<file path="src/rtl/disp_arb_pkg.sv">
// Shared types and constants for the display share arbiter.
// The BLANK state exists only when DISP_ARB_BLANK_EN is defined.
package disp_arb_pkg;

  localparam int unsigned SEG_W   = 7;
  localparam int unsigned NUM_HEX = 6;
  localparam int unsigned LED_W   = 10;
  localparam int unsigned HEX_W   = SEG_W * NUM_HEX;

  localparam logic [SEG_W-1:0] HEX_BLANK = 7'h7F;

  typedef enum logic [1:0] {
    OWN_NONE,
    OWN_HPS,
    OWN_FPGA
  } owner_e;

`ifdef DISP_ARB_BLANK_EN
  typedef enum logic [1:0] {
    ST_IDLE,
    ST_OWN_HPS,
    ST_OWN_FPGA,
    ST_BLANK
  } state_e;
`else
  typedef enum logic [1:0] {
    ST_IDLE,
    ST_OWN_HPS,
    ST_OWN_FPGA
  } state_e;
`endif

  // Payload driven onto the board pins
  typedef struct packed {
    logic [HEX_W-1:0] hex;
    logic [LED_W-1:0] ledr;
  } disp_data_t;

  // All segments off, all LEDs off
  function automatic disp_data_t disp_blank();
    disp_data_t d;
    d.hex  = {NUM_HEX{HEX_BLANK}};
    d.ledr = '0;
    return d;
  endfunction

endpackage

</file>
<file path="src/rtl/display_share_arbiter_if.sv">
// Requester-side bundle: two level requests, their display data and the grants.
interface display_share_arbiter_if;
  import disp_arb_pkg::*;

  logic             hps_req;
  logic [HEX_W-1:0] hps_hex;
  logic [LED_W-1:0] hps_ledr;
  logic             fpga_req;
  logic [HEX_W-1:0] fpga_hex;
  logic [LED_W-1:0] fpga_ledr;
  logic             hps_gnt;
  logic             fpga_gnt;

  // Requesters drive req/data and observe the grants
  modport master (
    output hps_req, hps_hex, hps_ledr, fpga_req, fpga_hex, fpga_ledr,
    input  hps_gnt, fpga_gnt
  );

  // Arbiter samples req/data and drives the grants
  modport slave (
    input  hps_req, hps_hex, hps_ledr, fpga_req, fpga_hex, fpga_ledr,
    output hps_gnt, fpga_gnt
  );
endinterface

</file>
<file path="src/rtl/disp_arb_hold_timer.sv">
// Saturating up-counter with synchronous clear; done_c flags count == LIMIT.
module disp_arb_hold_timer #(
  parameter int unsigned LIMIT = 1
) (
  input  logic clk,
  input  logic rst,
  input  logic clr,
  output logic done_c
);
  localparam int unsigned CNT_W = (LIMIT < 1) ? 1 : $clog2(LIMIT + 1);

  logic [CNT_W-1:0] cnt_q;
  logic [CNT_W-1:0] cnt_d;

  // Next count: clear wins, otherwise count up and stick at LIMIT
  always_comb begin
    cnt_d = cnt_q;
    if (clr) begin
      cnt_d = '0;
    end else if (cnt_q != CNT_W'(LIMIT)) begin
      cnt_d = cnt_q + CNT_W'(1);
    end
  end

  // Count register
  always_ff @(posedge clk or posedge rst) begin
    if (rst) begin
      cnt_q <= '0;
    end else begin
      cnt_q <= cnt_d;
    end
  end

  assign done_c = (cnt_q == CNT_W'(LIMIT));
endmodule

</file>
<file path="src/rtl/display_share_arbiter.sv">
// Two-requester owner arbiter for HEX0..HEX5 and LEDR with minimum hold time.
// Optional blanking gap on owner switches: define DISP_ARB_BLANK_EN.
module display_share_arbiter
  import disp_arb_pkg::*;
#(
  parameter int unsigned MIN_HOLD     = 5000000,
  parameter int unsigned BLANK_CYCLES = 2
) (
  input  logic                  CLOCK_50,
  input  logic                  reset,
  display_share_arbiter_if.slave bus,
  output logic [SEG_W-1:0]      HEX0,
  output logic [SEG_W-1:0]      HEX1,
  output logic [SEG_W-1:0]      HEX2,
  output logic [SEG_W-1:0]      HEX3,
  output logic [SEG_W-1:0]      HEX4,
  output logic [SEG_W-1:0]      HEX5,
  output logic [LED_W-1:0]      LEDR
);

  // Reject degenerate configurations at elaboration
  if (MIN_HOLD == 0 || BLANK_CYCLES == 0) begin : g_bad_param
    $error("display_share_arbiter: MIN_HOLD and BLANK_CYCLES must be >= 1");
  end

  state_e     state_q, state_d;
  owner_e     last_q, last_d;
  disp_data_t out_q, out_d;
  logic       hps_gnt_q, hps_gnt_d;
  logic       fpga_gnt_q, fpga_gnt_d;
  logic       hold_clr_c;
  logic       hold_done_c;

  // Ownership age; restarts on every entry to an OWN state
  disp_arb_hold_timer #(.LIMIT(MIN_HOLD)) u_hold (
    .clk    (CLOCK_50),
    .rst    (reset),
    .clr    (hold_clr_c),
    .done_c (hold_done_c)
  );

`ifdef DISP_ARB_BLANK_EN
  owner_e pend_q, pend_d;
  logic   blank_clr_c;
  logic   blank_done_c;

  // Blank gap length; done on the last blank cycle
  disp_arb_hold_timer #(.LIMIT(BLANK_CYCLES - 1)) u_blank (
    .clk    (CLOCK_50),
    .rst    (reset),
    .clr    (blank_clr_c),
    .done_c (blank_done_c)
  );
`endif

  // Next state, ownership history and registered output values
  always_comb begin
    state_d = state_q;
    last_d  = last_q;
`ifdef DISP_ARB_BLANK_EN
    pend_d  = pend_q;
`endif
    unique case (state_q)
      ST_IDLE: begin
        if (bus.hps_req && bus.fpga_req) begin
          state_d = (last_q == OWN_HPS) ? ST_OWN_FPGA : ST_OWN_HPS;
        end else if (bus.hps_req) begin
          state_d = ST_OWN_HPS;
        end else if (bus.fpga_req) begin
          state_d = ST_OWN_FPGA;
        end
      end
      ST_OWN_HPS: begin
        if (bus.fpga_req && (!bus.hps_req || hold_done_c)) begin
`ifdef DISP_ARB_BLANK_EN
          state_d = ST_BLANK;
          pend_d  = OWN_FPGA;
`else
          state_d = ST_OWN_FPGA;
`endif
        end else if (!bus.hps_req) begin
          state_d = ST_IDLE;
        end
      end
      ST_OWN_FPGA: begin
        if (bus.hps_req && (!bus.fpga_req || hold_done_c)) begin
`ifdef DISP_ARB_BLANK_EN
          state_d = ST_BLANK;
          pend_d  = OWN_HPS;
`else
          state_d = ST_OWN_HPS;
`endif
        end else if (!bus.fpga_req) begin
          state_d = ST_IDLE;
        end
      end
`ifdef DISP_ARB_BLANK_EN
      ST_BLANK: begin
        if (blank_done_c) begin
          if (pend_q == OWN_HPS) begin
            state_d = bus.hps_req ? ST_OWN_HPS : (bus.fpga_req ? ST_OWN_FPGA : ST_IDLE);
          end else begin
            state_d = bus.fpga_req ? ST_OWN_FPGA : (bus.hps_req ? ST_OWN_HPS : ST_IDLE);
          end
        end
      end
`endif
      default: state_d = ST_IDLE;
    endcase

    if (state_d != state_q) begin
      if (state_d == ST_OWN_HPS) begin
        last_d = OWN_HPS;
      end else if (state_d == ST_OWN_FPGA) begin
        last_d = OWN_FPGA;
      end
    end

    // Hold counter only runs while staying in the same OWN state
    hold_clr_c = !((state_d == state_q) &&
                   (state_q == ST_OWN_HPS || state_q == ST_OWN_FPGA));
`ifdef DISP_ARB_BLANK_EN
    blank_clr_c = (state_q != ST_BLANK);
`endif

    hps_gnt_d  = (state_d == ST_OWN_HPS);
    fpga_gnt_d = (state_d == ST_OWN_FPGA);

    // Only the owner for the coming cycle reaches the pins
    unique case (state_d)
      ST_OWN_HPS: begin
        out_d.hex  = bus.hps_hex;
        out_d.ledr = bus.hps_ledr;
      end
      ST_OWN_FPGA: begin
        out_d.hex  = bus.fpga_hex;
        out_d.ledr = bus.fpga_ledr;
      end
      default: out_d = disp_blank();
    endcase
  end

  // State and output registers
  always_ff @(posedge CLOCK_50 or posedge reset) begin
    if (reset) begin
      state_q    <= ST_IDLE;
      last_q     <= OWN_FPGA;
      out_q      <= disp_blank();
      hps_gnt_q  <= 1'b0;
      fpga_gnt_q <= 1'b0;
    end else begin
      state_q    <= state_d;
      last_q     <= last_d;
      out_q      <= out_d;
      hps_gnt_q  <= hps_gnt_d;
      fpga_gnt_q <= fpga_gnt_d;
    end
  end

`ifdef DISP_ARB_BLANK_EN
  // Owner waiting at the end of the blank gap
  always_ff @(posedge CLOCK_50 or posedge reset) begin
    if (reset) begin
      pend_q <= OWN_NONE;
    end else begin
      pend_q <= pend_d;
    end
  end
`endif

  assign bus.hps_gnt  = hps_gnt_q;
  assign bus.fpga_gnt = fpga_gnt_q;

  assign HEX0 = out_q.hex[0*SEG_W +: SEG_W];
  assign HEX1 = out_q.hex[1*SEG_W +: SEG_W];
  assign HEX2 = out_q.hex[2*SEG_W +: SEG_W];
  assign HEX3 = out_q.hex[3*SEG_W +: SEG_W];
  assign HEX4 = out_q.hex[4*SEG_W +: SEG_W];
  assign HEX5 = out_q.hex[5*SEG_W +: SEG_W];
  assign LEDR = out_q.ledr;

endmodule
</file>
<file path="src/flat_wrapper.sv">
// flat-port wrapper written by rule: the top's interface ports become plain ports
module display_share_arbiter_flat import disp_arb_pkg::*;
#(
  parameter int unsigned MIN_HOLD     = 5000000,
  parameter int unsigned BLANK_CYCLES = 2
)
  (CLOCK_50, reset, HEX0, HEX1, HEX2, HEX3, HEX4, HEX5, LEDR, bus_hps_req, bus_hps_hex, bus_hps_ledr, bus_fpga_req, bus_fpga_hex, bus_fpga_ledr, bus_hps_gnt, bus_fpga_gnt);
  display_share_arbiter_if bus_i ();
  input  logic CLOCK_50;
  input  logic reset;
  output logic [SEG_W-1:0] HEX0;
  output logic [SEG_W-1:0] HEX1;
  output logic [SEG_W-1:0] HEX2;
  output logic [SEG_W-1:0] HEX3;
  output logic [SEG_W-1:0] HEX4;
  output logic [SEG_W-1:0] HEX5;
  output logic [LED_W-1:0] LEDR;
  input wire logic [$bits(bus_i.hps_req)-1:0] bus_hps_req;
  input wire logic [$bits(bus_i.hps_hex)-1:0] bus_hps_hex;
  input wire logic [$bits(bus_i.hps_ledr)-1:0] bus_hps_ledr;
  input wire logic [$bits(bus_i.fpga_req)-1:0] bus_fpga_req;
  input wire logic [$bits(bus_i.fpga_hex)-1:0] bus_fpga_hex;
  input wire logic [$bits(bus_i.fpga_ledr)-1:0] bus_fpga_ledr;
  output wire logic [$bits(bus_i.hps_gnt)-1:0] bus_hps_gnt;
  output wire logic [$bits(bus_i.fpga_gnt)-1:0] bus_fpga_gnt;
  assign bus_i.hps_req = bus_hps_req;
  assign bus_i.hps_hex = bus_hps_hex;
  assign bus_i.hps_ledr = bus_hps_ledr;
  assign bus_i.fpga_req = bus_fpga_req;
  assign bus_i.fpga_hex = bus_fpga_hex;
  assign bus_i.fpga_ledr = bus_fpga_ledr;
  assign bus_hps_gnt = bus_i.hps_gnt;
  assign bus_fpga_gnt = bus_i.fpga_gnt;
  display_share_arbiter #(.MIN_HOLD(MIN_HOLD), .BLANK_CYCLES(BLANK_CYCLES)) u_core (.CLOCK_50(CLOCK_50), .reset(reset), .bus(bus_i), .HEX0(HEX0), .HEX1(HEX1), .HEX2(HEX2), .HEX3(HEX3), .HEX4(HEX4), .HEX5(HEX5), .LEDR(LEDR));
endmodule
</file>
<file path="config.mk">
export PLATFORM = sky130hd
export DESIGN_NAME = display_share_arbiter_flat
export DESIGN_NICKNAME = d
export VERILOG_FILES = /design/src/rtl/disp_arb_pkg.sv /design/src/rtl/display_share_arbiter_if.sv /design/src/rtl/disp_arb_hold_timer.sv /design/src/rtl/display_share_arbiter.sv /design/src/flat_wrapper.sv
export SDC_FILE = /design/constraint.sdc
export NUM_CORES = 1
export LEC_CHECK = 0
export ABC_AREA = 1
export BUFFER_PORTS_ARGS = -buffer_cell sky130_fd_sc_hd__buf_2
export CORE_MARGIN = 2
export CORE_UTILIZATION = 50
export CTS_BUF_LIST = sky130_fd_sc_hd__clkbuf_8
export DETAILED_ROUTE_END_ITERATION = 16
export HOLD_SLACK_MARGIN = 0.02
export PLACE_DENSITY = 0.83
export SLEW_MARGIN = 20
export SYNTH_ARGS = -nofsm -noshare
export SYNTH_HDL_FRONTEND = slang
export SYNTH_SLANG_ARGS = --single-unit
</file>
<file path="constraint.sdc">
create_clock -name CLOCK_50 -period 3 [get_ports CLOCK_50]
set_input_delay 0.3 -clock CLOCK_50 [delete_from_list [all_inputs] [get_ports CLOCK_50]]
set_output_delay 0.3 -clock CLOCK_50 [all_outputs]
set_load 0.005 [all_outputs]
</file>
==> results_dict.tcl, run 1 <==
set metrics [dict create \
    detail_route.first_pass.iterations 5 \
    power_density_mw_per_mm2 969 \
    totalNegativeSetupSlack_ns 0 \
    worstRegToRegCells 17 \
    synth_area_sq_mm 0.00393 \
    first_global_vias 3329 \
    initial_antenna_violation_count 0 \
    overall_die_height_um 92.6 \
    die_width_um 92.6 \
    setup.reg_to_reg.worst_slack_ns 0.39 \
    p_leak_nw 2.32 \
    path_max_fanout 16 \
    placement.setup.worst_slack_ns 0.380 \
    grt.overflow.total 0 \
    drt-vias-per-instance 5.27 \
    skew_ns 0.0154 \
    cts_max_path_buffers 2 \
    detail-route-antenna-nets 0 \
    grtUsageTotal_pct 24.0 \
    cellInternalPower_mw 2.98 \
    comb_power_share_pct 47.6 \
    drc 0 \
    cts-resized-gates 0 \
    postCtsSetupBuffers 0 \
    p_sw_mw 1.90 \
    layout_min_cycle_time_ns 2.61 \
    post_drt_wl_per_cell_um 16.3 \
    final_max_slew_viol_count 0 \
    cts.sink_count 81 \
    clk_pin_slew_worst_paths_ns 0.09 \
    crit_required_ns 3.28 \
    finalWeightedCongestion 0.882 \
    cts-htree-levels 3 \
    final_core_util_pct 65.4 \
    yosysWarnings 0 \
    run_status "complete, no violations" \
    clock_tree_from_tritoncts "done" \
    synth.net_count 478 \
    cp_data_arrival_time_ns 2.90 \
    yosysSeqAreaShare_pct 53.0 \
    max_slew_margin_pct 53.9 \
    cts_root_buffer "sky130_fd_sc_hd__clkbuf_8" \
    sw_ratio_pct 38.9 \
    share_seq_of_total_power_pct 36.8 \
    grt_setup_unrepaired "no" \
    vias 3301 \
    part_of_the_power_in_the_clock_network_pct 15.6 \
    port_buffers 161 \
    initial_utilization_pct 51.1 \
    antennaDiodeCount 0 \
    power.ir.vdd_worst_mv 0.757 \
    worstSetupPathType "reg2reg" \
    grt_max_degree 54 \
    post_layout_net_count 636 \
    hold_path_class "in2async" \
    hpwlAfterDp_mm 7.55 \
    global_route_wire_length_before_repair_mm 16.1 \
    layout-area-overhead-vs-synth_pct 28.0 \
    cts_buffers 9 \
    ys_seq_elements 81 \
    timing.rr.end "u_core.u_hold.cnt_q[3]$_DFFE_PP0P_" \
    max_cap_violations 0 \
    drive_above_1_share_pct 52.5 \
    finalCritPeriodShare_pct 87.2 \
    placeableCoreArea_sq_mm 0.00769 \
    setup_viol_count_final 0 \
    netlist_instances 361 \
    fmax_mhz 382 \
    cts_hold_buf 0 \
    post_synth_num_cell_types 28 \
    clk_latency_ns 0.35 \
    drt_iter0_drcs 158 \
    layout.filler_cells 614 \
    worstMarginPinSlew_ns 0.691 \
    worstReg2RegStart "u_core.u_hold.cnt_q[0]$_DFFE_PP0P_" \
    endpoint_kind "flop" \
    startpoint_type "flop" \
    postLayoutSetupSlackWorst_ns 0.385 \
    syn_area_per_cell_sq_um 10.9 \
    postRouteWirelength_mm 10.2 \
    floorplan.io_pins 162 \
    hold_viol 0 \
    dieArea_sq_mm 0.00858 \
    rows 32 \
]
==> cells in the final DEF (no fill, tap or decap), drive strengths merged <==
cell type | Yosys | layout
nand2 | 72 | 72
xor2 | 15 | 15
dfrtp | 38 | 38
ha | 9 | 9
nor2 | 47 | 47
nor4 | 1 | 1
clkinvlp | 0 | 1
dfstp | 43 | 43
inv | 29 | 30
clkinv | 1 | 5
xnor2 | 5 | 5
a221o | 42 | 42
nand3 | 16 | 16
clkbuf | 17 | 10
nand4 | 3 | 3
buf | 3 | 167
nor3 | 5 | 5
a21oi | 15 | 15
==> cells by family after synthesis <==
kind of cell,after synthesis,share of synthesized area (%)
buffers and inverters,50,5.61
flip-flops,81,53.0
AO/OA/AOI/OAI,57,12.7
AND/OR/NAND/NOR,144,21.4
XOR/XNOR,20,4.46
adder cells (fa/ha/maj),9,2.87
==> worst max-delay path: stages (launching register included) <==
cell and delay (ns):
sky130_fd_sc_hd__dfrtp_1 0.40, sky130_fd_sc_hd__inv_1 0.13, sky130_fd_sc_hd__ha_1 0.17, sky130_fd_sc_hd__nand2_1 0.05, sky130_fd_sc_hd__inv_1 0.05, sky130_fd_sc_hd__nand2_1 0.07, sky130_fd_sc_hd__nor2_4 0.10, sky130_fd_sc_hd__nand3_4 0.12
sky130_fd_sc_hd__nand2_2 0.09, sky130_fd_sc_hd__nand2_2 0.06, sky130_fd_sc_hd__nand2_1 0.10, sky130_fd_sc_hd__nand3_2 0.08, sky130_fd_sc_hd__nand2_2 0.11, sky130_fd_sc_hd__nand2_2 0.06, sky130_fd_sc_hd__nand2_2 0.08, sky130_fd_sc_hd__nand4_4 0.45
sky130_fd_sc_hd__buf_12 0.36, sky130_fd_sc_hd__nor2_4 0.07
==> worst max path at each step <==
| stage | slack [ns] | to | start | depth (start not counted) |
|---|---|---|---|---|
| 2_1_floorplan | 0.58 | u_core.HEX0[0]$_DFF_PP1_ | u_core.u_hold.cnt_q[0]$_DFFE_PP0P_ | 17 |
| 5_1_grt | 0.09 | u_core.last_q[1]$_DFFE_PP1P_ | u_core.u_hold.cnt_q[0]$_DFFE_PP0P_ | 19 |
| 3_5_place_dp | 0.38 | u_core.u_hold.cnt_q[21]$_DFFE_PP0P_ | u_core.u_hold.cnt_q[0]$_DFFE_PP0P_ | 17 |
| 4_1_cts | 0.36 | u_core.u_hold.cnt_q[3]$_DFFE_PP0P_ | u_core.u_hold.cnt_q[0]$_DFFE_PP0P_ | 17 |
| 6_report | 0.39 | u_core.u_hold.cnt_q[3]$_DFFE_PP0P_ | u_core.u_hold.cnt_q[0]$_DFFE_PP0P_ | 17 |
| 3_3_place_gp | 0.57 | u_core.HEX2[3]$_DFF_PP1_ | u_core.u_hold.cnt_q[0]$_DFFE_PP0P_ | 16 |
==> cells in the mapped netlist <==
cell type | n | share of area (%)
sky130_fd_sc_hd__nand2_1 | 62 | 5.9
sky130_fd_sc_hd__dfstp_2 | 43 | 29
sky130_fd_sc_hd__a221o_1 | 42 | 11
sky130_fd_sc_hd__dfrtp_1 | 38 | 24
sky130_fd_sc_hd__inv_1 | 26 | 2.5
sky130_fd_sc_hd__nor2_4 | 23 | 6.6
sky130_fd_sc_hd__nor2_1 | 21 | 2.0
sky130_fd_sc_hd__clkbuf_1 | 17 | 1.6
sky130_fd_sc_hd__xor2_1 | 15 | 3.3
sky130_fd_sc_hd__a21oi_1 | 14 | 1.8
sky130_fd_sc_hd__nand3_1 | 12 | 1.5
sky130_fd_sc_hd__ha_1 | 9 | 2.9
sky130_fd_sc_hd__nand2_2 | 9 | 1.4
sky130_fd_sc_hd__xnor2_1 | 5 | 1.1
sky130_fd_sc_hd__inv_2 | 3 | 0.29
sky130_fd_sc_hd__nand3_2 | 3 | 0.76
sky130_fd_sc_hd__nor2_2 | 3 | 0.48
sky130_fd_sc_hd__nor3_1 | 3 | 0.38
sky130_fd_sc_hd__buf_12 | 2 | 1.0
sky130_fd_sc_hd__nand4_1 | 2 | 0.32
sky130_fd_sc_hd__nor3_2 | 2 | 0.51
sky130_fd_sc_hd__a21oi_2 | 1 | 0.22
sky130_fd_sc_hd__buf_1 | 1 | 0.095
sky130_fd_sc_hd__clkinv_1 | 1 | 0.095
sky130_fd_sc_hd__nand2_4 | 1 | 0.29
sky130_fd_sc_hd__nand3_4 | 1 | 0.45
sky130_fd_sc_hd__nand4_4 | 1 | 0.54
sky130_fd_sc_hd__nor4_1 | 1 | 0.16
==> per-stage QoR <==
stage	hold slack, ns	total power, mW	cells	cell area [sq um]
floorplan	0.435	3.32	361	3930
global placement	0.417	4.00	610	4840
detailed placement	0.419	4.12	610	4840
CTS	0.0378	4.88	626	5030
global route	0.0776	5.14	626	5030
finish	0.0225	4.87	626	5030
==> power groups by stage <==
stage,Clock [mW],Sequential (mW),Combinational [mW]
2_1_floorplan,0,1.84,1.48
3_3_place_gp,0,1.80,2.20
3_5_place_dp,0,1.80,2.31
4_1_cts,0.762,1.79,2.33
5_1_grt,0.808,1.82,2.51
6_report,0.758,1.79,2.32
==> state kept, by name, summed over array words and instances, names as in the netlist <==
register             cells
u_core.u_hold.cnt_q     23
u_core.HEX1              7
u_core.last_q            2
u_core.LEDR             10
u_core.HEX0              7
u_core.bus.hps_gnt       1
u_core.HEX2              7
u_core.HEX5              7
u_core.HEX4              7
u_core.bus.fpga_gnt      1
u_core.HEX3              7
u_core.state_q           2
==> layer usage <==
| metal | global-route usage (%) | up-vias | share of wire [%] |
|---|---|---|---|
| li1 | - | 1532 | - |
| met1 | 30.4 | 1635 | 40 |
| met2 | 39.8 | 119 | 51 |
| met3 | 6.59 | 15 | 6.8 |
| met4 | 8.09 | 0 | 1.5 |
| met5 | 0 | - | 0 |
==> area by class of cell <==
class / count / area (sq um) / area share [%]
Multi-Input combinational cell: 230 / 1630 / 32.4
Clock inverter: 6 / 50.0 / 0.996
Clock buffer: 10 / 138 / 2.74
Timing Repair Buffer: 167 / 888 / 17.7
Sequential cell: 81 / 2080 / 41.4
Inverter: 30 / 114 / 2.26
Tap cell: 102 / 128 / 2.54
No activity file was read; power rests on OpenSTA's default activity.
==> run 2: changes to the inputs <==
HOLD_SLACK_MARGIN = 0.15   (was 0.02)
==> run 2 against run 1 <==
Compared with the run above: sequential share of layout area decreased by 0.082 points; global-route usage stayed put; via count about the same; critical path depth unchanged; critical path type unchanged; count of clock-buffer cells in the layout did not move; critical endpoint unchanged; cell area grew 0.20%; hold slack improved by 0.14 ns; combinational power about the same; power shrank 0.19%.
==> results_dict.tcl, run 2 (synthesized netlist as in run 1, its figures left out) <==
set metrics [dict create \
    run_status "complete, no violations" \
    vias 3304 \
    clock_tree_from_tritoncts "done" \
    die_width_um 92.6 \
    postCtsSetupBuffers 0 \
    detail_route.first_pass.iterations 5 \
    worstReg2RegStart "u_core.u_hold.cnt_q[0]$_DFFE_PP0P_" \
    worstSetupEndpoint "u_core.u_hold.cnt_q[3]$_DFFE_PP0P_" \
    hpwlAfterDp_mm 7.55 \
    max_slew_margin_pct 53.9 \
    antennaDiodeCount 0 \
    registers.top_by_ff_count "u_core.u_hold.cnt_q" \
    hold_viol 0 \
    power_density_mw_per_mm2 965 \
    port_buffers 161 \
    max_cap_violations 0 \
    startpoint_type "flop" \
    hold-path-cell-count 2 \
    timing.rr.end "u_core.u_hold.cnt_q[3]$_DFFE_PP0P_" \
    layout.filler_cells 613 \
    max_stage_delay_ns 0.45 \
    finalWeightedCongestion 0.882 \
    layout-area-overhead-vs-synth_pct 28.3 \
    totalNegativeSetupSlack_ns 0 \
    grtUsageTotal_pct 24.0 \
    cts_root_buffer "sky130_fd_sc_hd__clkbuf_8" \
    path_max_fanout 16 \
    setup.reg_to_reg.worst_slack_ns 0.38 \
    power.ir.vdd_worst_mv 0.757 \
    whs_ns 0.166 \
    cp.depth 17 \
    crit_family "simple AND/OR/NAND/NOR gates" \
    cts_max_path_buffers 2 \
    dieArea_sq_mm 0.00858 \
    drt-vias-per-instance 5.27 \
    fmax_mhz 382 \
    setup_viol_count_final 0 \
    p_leak_nw 2.32 \
    drive_above_1_share_pct 52.4 \
    skew_ns 0.0146 \
    cts.sink_count 81 \
    worst_path_max_delay_cell "sky130_fd_sc_hd__nand4_4" \
    final_common_cell "sky130_fd_sc_hd__buf_2" \
    worstMarginPinSlew_ns 0.691 \
    detail-route-antenna-nets 0 \
    final_max_slew_viol_count 0 \
    cp_data_arrival_time_ns 2.90 \
    drc 0 \
    post_drt_wl_per_cell_um 16.2 \
    grt_max_degree 54 \
    clk_latency_ns 0.35 \
    global_route_wire_length_before_repair_mm 16.1 \
    post_layout_net_count 637 \
    worstRegToRegCells 17 \
    most-common-layout-cells "161 x sky130_fd_sc_hd__buf_2, 62 x sky130_fd_sc_hd__nand2_1, 43 x sky130_fd_sc_hd__dfstp_2" \
    cp_cell_sequence "inv_1 -> ha_1 -> nand2_1 -> inv_1 -> nand2_1 -> nor2_4 -> nand3_4 -> nand2_2 -> nand2_2 -> nand2_1 -> nand3_2 -> nand2_2 -> nand2_2 -> nand2_2 -> nand4_4 -> buf_12 -> nor2_4" \
    postRouteWirelength_mm 10.1 \
    worst_path_most_repeated_cell "sky130_fd_sc_hd__nand2_2" \
    cts_buffers 9 \
    worstSetupPathType "reg2reg" \
    grt.overflow.total 0 \
    critical_path.startpoint "u_core.u_hold.cnt_q[0]$_DFFE_PP0P_" \
    overall_die_height_um 92.6 \
    cts-htree-levels 3 \
    endpoint_kind "flop" \
    first_global_vias 3329 \
    initial_utilization_pct 51.1 \
    layout_min_cycle_time_ns 2.62 \
    initial_antenna_violation_count 0 \
    crit_required_ns 3.28 \
    grt_setup_unrepaired "no" \
    rows 32 \
    floorplan.io_pins 162 \
    finalCritPeriodShare_pct 87.2 \
    drt_iter0_drcs 164 \
    flip_flop_count_of_the_largest_register_all_copies_and_words_added 23 \
    clk_pin_slew_worst_paths_ns 0.09 \
    placeableCoreArea_sq_mm 0.00769 \
    crit_buf_inv 3 \
    hold_path_class "in2reg" \
]
run 2: cell types whose count changed in the layout (fill, tap and decap cells not counted), sizes merged:
cell / before / now
dlygate4sd3: 0 / 1
run 2: final cells by class:
| cell class | instances | area [sq um] | area share [%] |
|---|---|---|---|
| clock buffers | 10 | 138 | 2.73 |
| clock inverters | 6 | 50.0 | 0.994 |
| inverters | 30 | 114 | 2.26 |
| multi-input cells | 230 | 1630 | 32.3 |
| flip-flops and latches | 81 | 2080 | 41.3 |
| well taps | 102 | 128 | 2.53 |
| repair buffers | 168 | 898 | 17.8 |
run 2: per-layer routing:
layer / wire, um / share of wire (%) / global-route usage, % / vias up
li1: - / - / - / 1534
met1: 3950 / 39 / 30.4 / 1613
met2: 5230 / 52 / 39.8 / 139
met3: 786 / 7.8 / 6.59 / 18
met4: 168 / 1.7 / 8.09 / 0
met5: 0 / 0 / 0 / -
run 2: stage by stage:
stage / cell area [sq um] / cells / power (mW) / utilization [%] / setup WS, ns
after CTS: 5040 / 627 / 4.88 / 65.5 / 0.359
after floorplan: 3930 / 361 / 3.32 / - / 0.579
final: 5040 / 627 / 4.86 / 65.5 / 0.385
after global routing: 5040 / 627 / 5.14 / 65.5 / 0.0883
after global placement: 4840 / 610 / 4.00 / 63.0 / 0.569
after detailed placement: 4840 / 610 / 4.12 / 63.0 / 0.380
run 2: what timing repair did:
action | in CTS | in global routing
endpoints found under the hold margin | 22 | 0
hold buffers | 1 | 0
resized for setup | 0 | 0
run 2: power by group:
part           switching, mW  internal, mW  total, mW
Combinational           1.33         0.980       2.31
Sequential             0.128          1.66       1.79
Clock                  0.423         0.333      0.757
Total                   1.89          2.98       4.86
run 2: worst min-delay path by stage:
stage / slack (ns) / to / startpoint
3_3_place_gp: 0.42 / u_core.u_hold.cnt_q[15]$_DFFE_PP0P_ / reset
2_1_floorplan: 0.44 / u_core.LEDR[0]$_DFF_PP0_ / bus_hps_ledr[0]
4_1_cts: 0.16 / u_core.HEX4[1]$_DFF_PP1_ / bus_hps_hex[29]
5_1_grt: 0.16 / u_core.HEX5[4]$_DFF_PP1_ / bus_hps_hex[39]
6_report: 0.17 / u_core.HEX4[1]$_DFF_PP1_ / bus_hps_hex[29]
3_5_place_dp: 0.42 / u_core.u_hold.cnt_q[15]$_DFFE_PP0P_ / reset
run 2: worst reg2reg max path: cells and delay by family, from the launching register on:
family	cells	cell delay, ns
flops	1	0.40
buf+inv	3	0.56
simple gates	13	1.44
fa+ha+maj	1	0.17
